**config.mk**
```make
export PLATFORM = sky130hd
export DESIGN_NAME = hex_print_ctrl
export DESIGN_NICKNAME = d
export VERILOG_FILES = /design/src/rtl/hex_print_ctrl.sv
export SDC_FILE = /design/constraint.sdc
export NUM_CORES = 1
export LEC_CHECK = 0
export BUFFER_PORTS_ARGS = -buffer_cell sky130_fd_sc_hd__buf_2
export CORE_MARGIN = 2
export CORE_UTILIZATION = 25
export CTS_CLUSTER_SIZE = 8
export DETAILED_ROUTE_END_ITERATION = 6
export GPL_TIMING_DRIVEN = 0
export PLACE_DENSITY = 0.51
export SYNTH_ARGS = -nofsm -noshare
export SYNTH_HDL_FRONTEND = slang
export SYNTH_SLANG_ARGS = --single-unit
```
**constraint.sdc**
```tcl
create_clock -name clk -period 2.38 [get_ports clk]
set_clock_uncertainty 0.2 [all_clocks]
set_input_delay 0.357 -clock clk [delete_from_list [all_inputs] [get_ports clk]]
set_output_delay 0.357 -clock clk [all_outputs]
set_load 0.05 [all_outputs]
```
**src/rtl/hex_print_ctrl.sv**
```systemverilog
// Two-requester round-robin hex printer: captures one word per grant and streams it
// MSB-nibble-first as uppercase ASCII characters, optionally followed by a separator.
module hex_print_ctrl #(
    parameter int unsigned DIGITS = 4,
    parameter bit          SEP_EN = 1'b1,
    parameter logic [7:0]  SEP    = 8'h20,
    localparam int unsigned W     = 4 * DIGITS
) (
    input  logic         clk,
    input  logic         rst,
    input  logic         req0_valid,
    input  logic [W-1:0] req0_data,
    output logic         req0_ready,
    input  logic         req1_valid,
    input  logic [W-1:0] req1_data,
    output logic         req1_ready,
    output logic         char_valid,
    output logic [7:0]   char_data,
    input  logic         char_ready,
    output logic         busy,
    output logic         grant_id
);

    localparam int unsigned CNT_W = (DIGITS > 1) ? $clog2(DIGITS) : 1;
    localparam logic [CNT_W-1:0] CNT_MAX = CNT_W'(DIGITS - 1);

    typedef enum logic [1:0] {IDLE, DIGIT, SEPC} state_t;

    state_t           r_state, w_state_nxt;
    logic [W-1:0]     r_word, w_word_nxt;
    logic [CNT_W-1:0] r_cnt, w_cnt_nxt;
    logic             r_grant_id, w_grant_id_nxt;
    logic             r_last_grant, w_last_grant_nxt;

    logic             w_idle;
    logic             w_winner;
    logic             w_accept;
    logic             w_char_hs;
    logic [W-1:0]     w_shifted;
    logic [3:0]       w_nib;

    assign w_idle = (r_state == IDLE);

    // Round-robin only matters on a tie; a lone requester always wins.
    always_comb begin
        if (req0_valid && req1_valid) begin
            w_winner = ~r_last_grant;
        end else begin
            w_winner = req1_valid;
        end
    end

    assign req0_ready = w_idle & req0_valid & ~w_winner;
    assign req1_ready = w_idle & req1_valid & w_winner;
    assign w_accept   = req0_ready | req1_ready;

    assign w_shifted = r_word >> {r_cnt, 2'b00};
    assign w_nib     = w_shifted[3:0];

    always_comb begin
        char_data = 8'h00;
        unique case (r_state)
            DIGIT:   char_data = {4'h0, w_nib} + ((w_nib < 4'd10) ? 8'h30 : 8'h37);
            SEPC:    char_data = SEP;
            default: char_data = 8'h00;
        endcase
    end

    assign char_valid = ~w_idle;
    assign w_char_hs  = char_valid & char_ready;
    assign busy       = ~w_idle;
    assign grant_id   = r_grant_id;

    always_comb begin
        w_state_nxt      = r_state;
        w_word_nxt       = r_word;
        w_cnt_nxt        = r_cnt;
        w_grant_id_nxt   = r_grant_id;
        w_last_grant_nxt = r_last_grant;
        unique case (r_state)
            IDLE: begin
                if (w_accept) begin
                    w_word_nxt       = w_winner ? req1_data : req0_data;
                    w_cnt_nxt        = CNT_MAX;
                    w_grant_id_nxt   = w_winner;
                    w_last_grant_nxt = w_winner;
                    w_state_nxt      = DIGIT;
                end
            end
            DIGIT: begin
                if (w_char_hs) begin
                    if (r_cnt != '0) begin
                        w_cnt_nxt = r_cnt - CNT_W'(1);
                    end else begin
                        w_state_nxt = SEP_EN ? SEPC : IDLE;
                    end
                end
            end
            SEPC: begin
                if (w_char_hs) begin
                    w_state_nxt = IDLE;
                end
            end
            default: w_state_nxt = IDLE;
        endcase
    end

    // last_grant resets to 1 so requester 0 wins the first tie.
    always_ff @(posedge clk or posedge rst) begin
        if (rst) begin
            r_state      <= IDLE;
            r_word       <= '0;
            r_cnt        <= '0;
            r_grant_id   <= 1'b0;
            r_last_grant <= 1'b1;
        end else begin
            r_state      <= w_state_nxt;
            r_word       <= w_word_nxt;
            r_cnt        <= w_cnt_nxt;
            r_grant_id   <= w_grant_id_nxt;
            r_last_grant <= w_last_grant_nxt;
        end
    end

endmodule

```
* After elaboration in Yosys (flattened, before gate mapping) *
Index checks and enable logic that the tools add are counted.

operators by class
  add/sub/neg operators = 2
  $lt $le $gt $ge = 1
  shift operators = 1
  muxes and demuxes = 13
  reduce and logical (&&, ||, !) cells = 7
  equality and inequality tests = 7
  bitwise logic cells = 9

operator list
  cell                                                   number
  two-way mux 16 bit                                     1
  right shift 16 x 4 -> 4 bit                            1
  two-way mux 2 bit                                      7
  case mux 7 bit (2 select lines)                        1
  inequality test 2 bit, second input constant           4
  AND reduction 4 bit                                    2
  adder 4 x 6 -> 7 bit                                   1
  case mux 2 bit (3 select lines)                        1
  AND 1 bit                                              5
  < comparator 4 bit, second input constant              1
  case mux 2 bit (2 select lines)                        1
  nonzero test 2 bit                                     2
  two-way mux 3 bit                                      1
  NOT 1 bit                                              3
  equality test 2 x 1 -> 1 bit, second input constant    1
  equality test 2 bit, second input constant             1
  zero test 2 bit                                        1
  inequality test 2 x 1 -> 1 bit, second input constant  1
  AND reduction 2 bit                                    1
  subtractor 2 x 1 -> 2 bit, second input constant       1
  logical AND 1 bit                                      1
  two-way mux 1 bit                                      1
  bitwise OR 1 bit                                       1

word-level totals
  logic and storage cells = 45
  register bits = 22

* Logic depth before layout (Yosys ltp) *
  depth in word-level cells = 7
  mapped depth = 9
  gate-level depth less buffers = 8

* Least setup slack after synthesis *
No wires, ideal clock.

  path type = register to output
  from = reg r_cnt[0]
  to = out char_data[2]
  path buffers = 1
  cell stages (with the launch flop) = 9
  path slack = -0.987 ns
  arrival time = 2.810 ns
  cell sequence = dfrtp_1 > buf_6 > mux4_2 > o21a_2 > ha_1 > inv_1 > fa_1 > nor2b_1 > nor3_1

on the way
  cells in the longest elaborated chain, start to end = 5

RTL lines
  what                                 RTL line  source
  from (decl)                          31        logic [CNT_W-1:0] r_cnt, w_cnt_nxt;
  from (signal assigned)               119       r_cnt <= w_cnt_nxt;
  right shift 16 x 4 -> 4 bit (*)      57        assign w_shifted = r_word >> {r_cnt, 2'b00};
  < comparator 4 bit                   63        DIGIT: char_data = {4'h0, w_nib} + ((w_nib < 4'd10) ? 8'h30 : 8'h37);
  two-way mux 3 bit                    63
  adder 4 x 6 -> 7 bit (*)             63
  case mux 7 bit (2 select lines) (*)  62        unique case (r_state)
  to (decl)                            18        output logic [7:0] char_data,

Mark *: on every way between the ends. The rest lies on a longest branch, timed or not.

* Worst setup path after layout *
  from = reg r_cnt[0]
  to = out char_data[6]

Same word-level chain as after synthesis.

==> results.yml <==
run_status:
  status: "finished, violations left"
  violations: "negative setup slack"
synth:
  ys.warnings.count: 0
  ys.flop_type: "dfrtp_1"
  synth_area_mm2: 0.00142
  async_flop_share_pct: 100
  syn_inst: 142
  avgSynthCellArea_um2: 9.97
  synth_fp_nets: 187
  synth-seq-area-share_pct: 39.0
  ys_seq_elements: 22
  synth-edff-count: 0
  synth.distinct_cells: 43
sta:
  rsz0062_at_grt: "yes"
  period_share_pct: 128
  finalHoldViolCount: 0
  relSlewSlack_pct: 41.5
  max_freq_mhz: 329
  worstMarginPinSlew_ps: 876
  period_minus_slack_ps: 3040
  fin_ws_ps: -660
  setup-violations-final: 7
  slew_viol_final: 0
routing:
  drc_errors: 0
  drt_iter0_drc: 36
  wirelength_mm: 3.43
  viasPerCell: 4.44
  routedWlPerCell_um: 12.5
  ant_nets: 0
  first_pass_iters: 4
  via_count: 1217
clocking:
  cts_tree: "built"
  cts-root-buf: "clkbuf_8"
  cts_buffer_depth: 2
  cts_hold_buf: 0
  cts.sinks: 22
  clk_pin_slew_ps: 80
  clk_latency_ps: 270
  cts_buffers: 3
  cts_max_level: 1
worst_setup_path:
  crit_fanout: 5
  arrival_ps: 2480
  worst-setup-path-type: "flip-flop to primary output"
  cp.required_ps: 1820
  endpoint_kind: "primary output"
  start_kind: "flip-flop"
  ff2ff_path_depth: 7
final_layout:
  multiInputGateArea_um2: 891
  area_growth_syn_to_layout_pct: 44.9
  n_antenna_cell: 0
  drive_above_1_share_pct: 45.5
  seq_area_um2: 552
  final_util_pct: 37.5
  fillers: 563
  nets: 248
global_route:
  track_usage_pct: 11.6
  met3_usage_pct: 1.14
  grtUsageMet2_pct: 19.2
  grt_max_degree: 23
  top_usage_layer: "met2"
  grt_overflow: 0
  grt_first_pass_wirelength_mm: 5.69
  grt_pass1_vias: 1158
  met1_usage_pct: 15.9
  antenna_found_initial: 0
floorplan:
  num_rows: 27
  start_util_pct: 25.9
  die_w_um: 79.3
  die_h_um: 79.3
  fp.coreArea_mm2: 0.00547
  ioPinCount: 50
  die-area_mm2: 0.00628
placed_design:
  routabilityCongestion: 0.742
  hpwl_mm: 2.57
  portBuffers: 48
run:
  drv_cap: 0
min_path:
  min_path_type: "input pin to async pin"
worst max-delay path, cell delays in order, from the launching register on:
cell	delay, ps
dfrtp_1	380
buf_6	130
mux4_2	380
o21a_4	180
ha_4	140
inv_2	40
fa_2	380
nor2b_4	160
o21ai_2	70
buf_4	130
nor2_4	70
buf_6	160
layout by cell type, fill, tap and decap left out, types with 2 or more instances in the layout:
| cell type | count |
|---|---|
| buf_6 | 5 |
| nor3_4 | 2 |
| mux2i_1 | 16 |
| inv_2 | 2 |
| o21ai_1 | 5 |
| a21oi_4 | 3 |
| nor2_1 | 3 |
| clkbuf_8 | 3 |
| nand2_1 | 20 |
| buf_4 | 11 |
| clkbuf_1 | 3 |
| inv_1 | 8 |
| buf_2 | 43 |
| mux4_2 | 4 |
| o21ai_0 | 12 |
| ha_1 | 5 |
| buf_8 | 3 |
| o21bai_1 | 2 |
| dfrtp_1 | 21 |
| nor2_4 | 2 |
| ha_4 | 2 |
| a21boi_1 | 2 |
sequential cells by signal (all words and copies together), names as in the netlist:
signal	count
grant_id	1
r_cnt	2
r_state	2
r_last_grant	1
r_word	16
synthesized netlist by cell type, types with 2 or more instances:
cell type	number	area share, %
dfrtp_1	21	37
o21ai_0	12	4.2
nand2_1	20	5.3
ha_1	7	6.2
o21ai_1	5	1.8
mux4_2	3	4.8
inv_1	9	2.4
o21bai_1	2	1.1
nor2b_1	2	0.88
nor2_1	5	1.3
a21oi_1	4	1.4
clkbuf_1	3	0.79
buf_6	2	1.6
mux2i_1	16	11
buf_4	3	1.6
what timing repair did:
| action | in CTS | in global routing |
|---|---|---|
| hold endpoints to repair | 0 | 0 |
| resized for setup | 23 | 1 |
| pin swaps | 6 | 0 |
| setup buffers | 8 | 0 |
| setup endpoints to repair | 7 | 7 |
cell type report:
cell class / count / share of cell area (%)
plain buffers: 9 / 2.99
clock buffers: 3 / 2.01
clock inverters: 1 / 1.46
inverters: 10 / 1.83
multi-input cells: 101 / 43.4
flip-flops and latches: 22 / 26.9
well taps: 72 / 4.39
repair buffers: 56 / 17.0
stage by stage:
stage	std cells	instance area, um2	TNS, ps	hold slack [ps]	setup WS, ps
detailed placement	262	1830	-3130	268	-602
floorplan	142	1500	-2180	145	-393
finish	274	2050	-4030	63.8	-660
global placement	262	1830	-3070	258	-589
CTS	274	2050	-4010	93.9	-654
global route	274	2050	-4820	121	-766
cell families (layout without fill, tap and decap cells):
family                   Yosys count  count (layout)  synth area share (%)
adder cells (fa/ha/maj)            8               8                  7.60
multiplexers                      20              20                  17.9
AND/OR/NAND/NOR                   36              36                  12.3
flip-flops                        22              22                  39.0
other                              1               1                 0.265
buffers and inverters             19              79                  6.98
AO/OA/AOI/OAI                     36              36                  16.0
routing by layer:
metal	part of all wire [%]	vias to the layer above
met1	47	565
met3	3.8	5
met4	1.7	0
met5	0	-
met2	47	33
li1	-	614
path summary, 6_finish.rpt:
kind                                       endpoint                   start  slack, ps
setup / recovery                       char_data[6]    r_cnt[0]$_DFFE_PP0P_       -660
hold / removal               r_word[11]$_DFFE_PP0P_                     rst         60
setup reg to reg              r_word[6]$_DFFE_PP0P_  r_state[0]$_DFFE_PP0P_        360
hold reg to reg              r_word[15]$_DFFE_PP0P_  r_word[15]$_DFFE_PP0P_        280
max in group asynchronous    r_state[1]$_DFFE_PP0P_                     rst       1380
min in group clk           r_last_grant$_DFFE_PP1P_              req0_valid        110
Power is not shown: default switching activity piles up to over one toggle a cycle in this logic, so the estimate is an artifact.
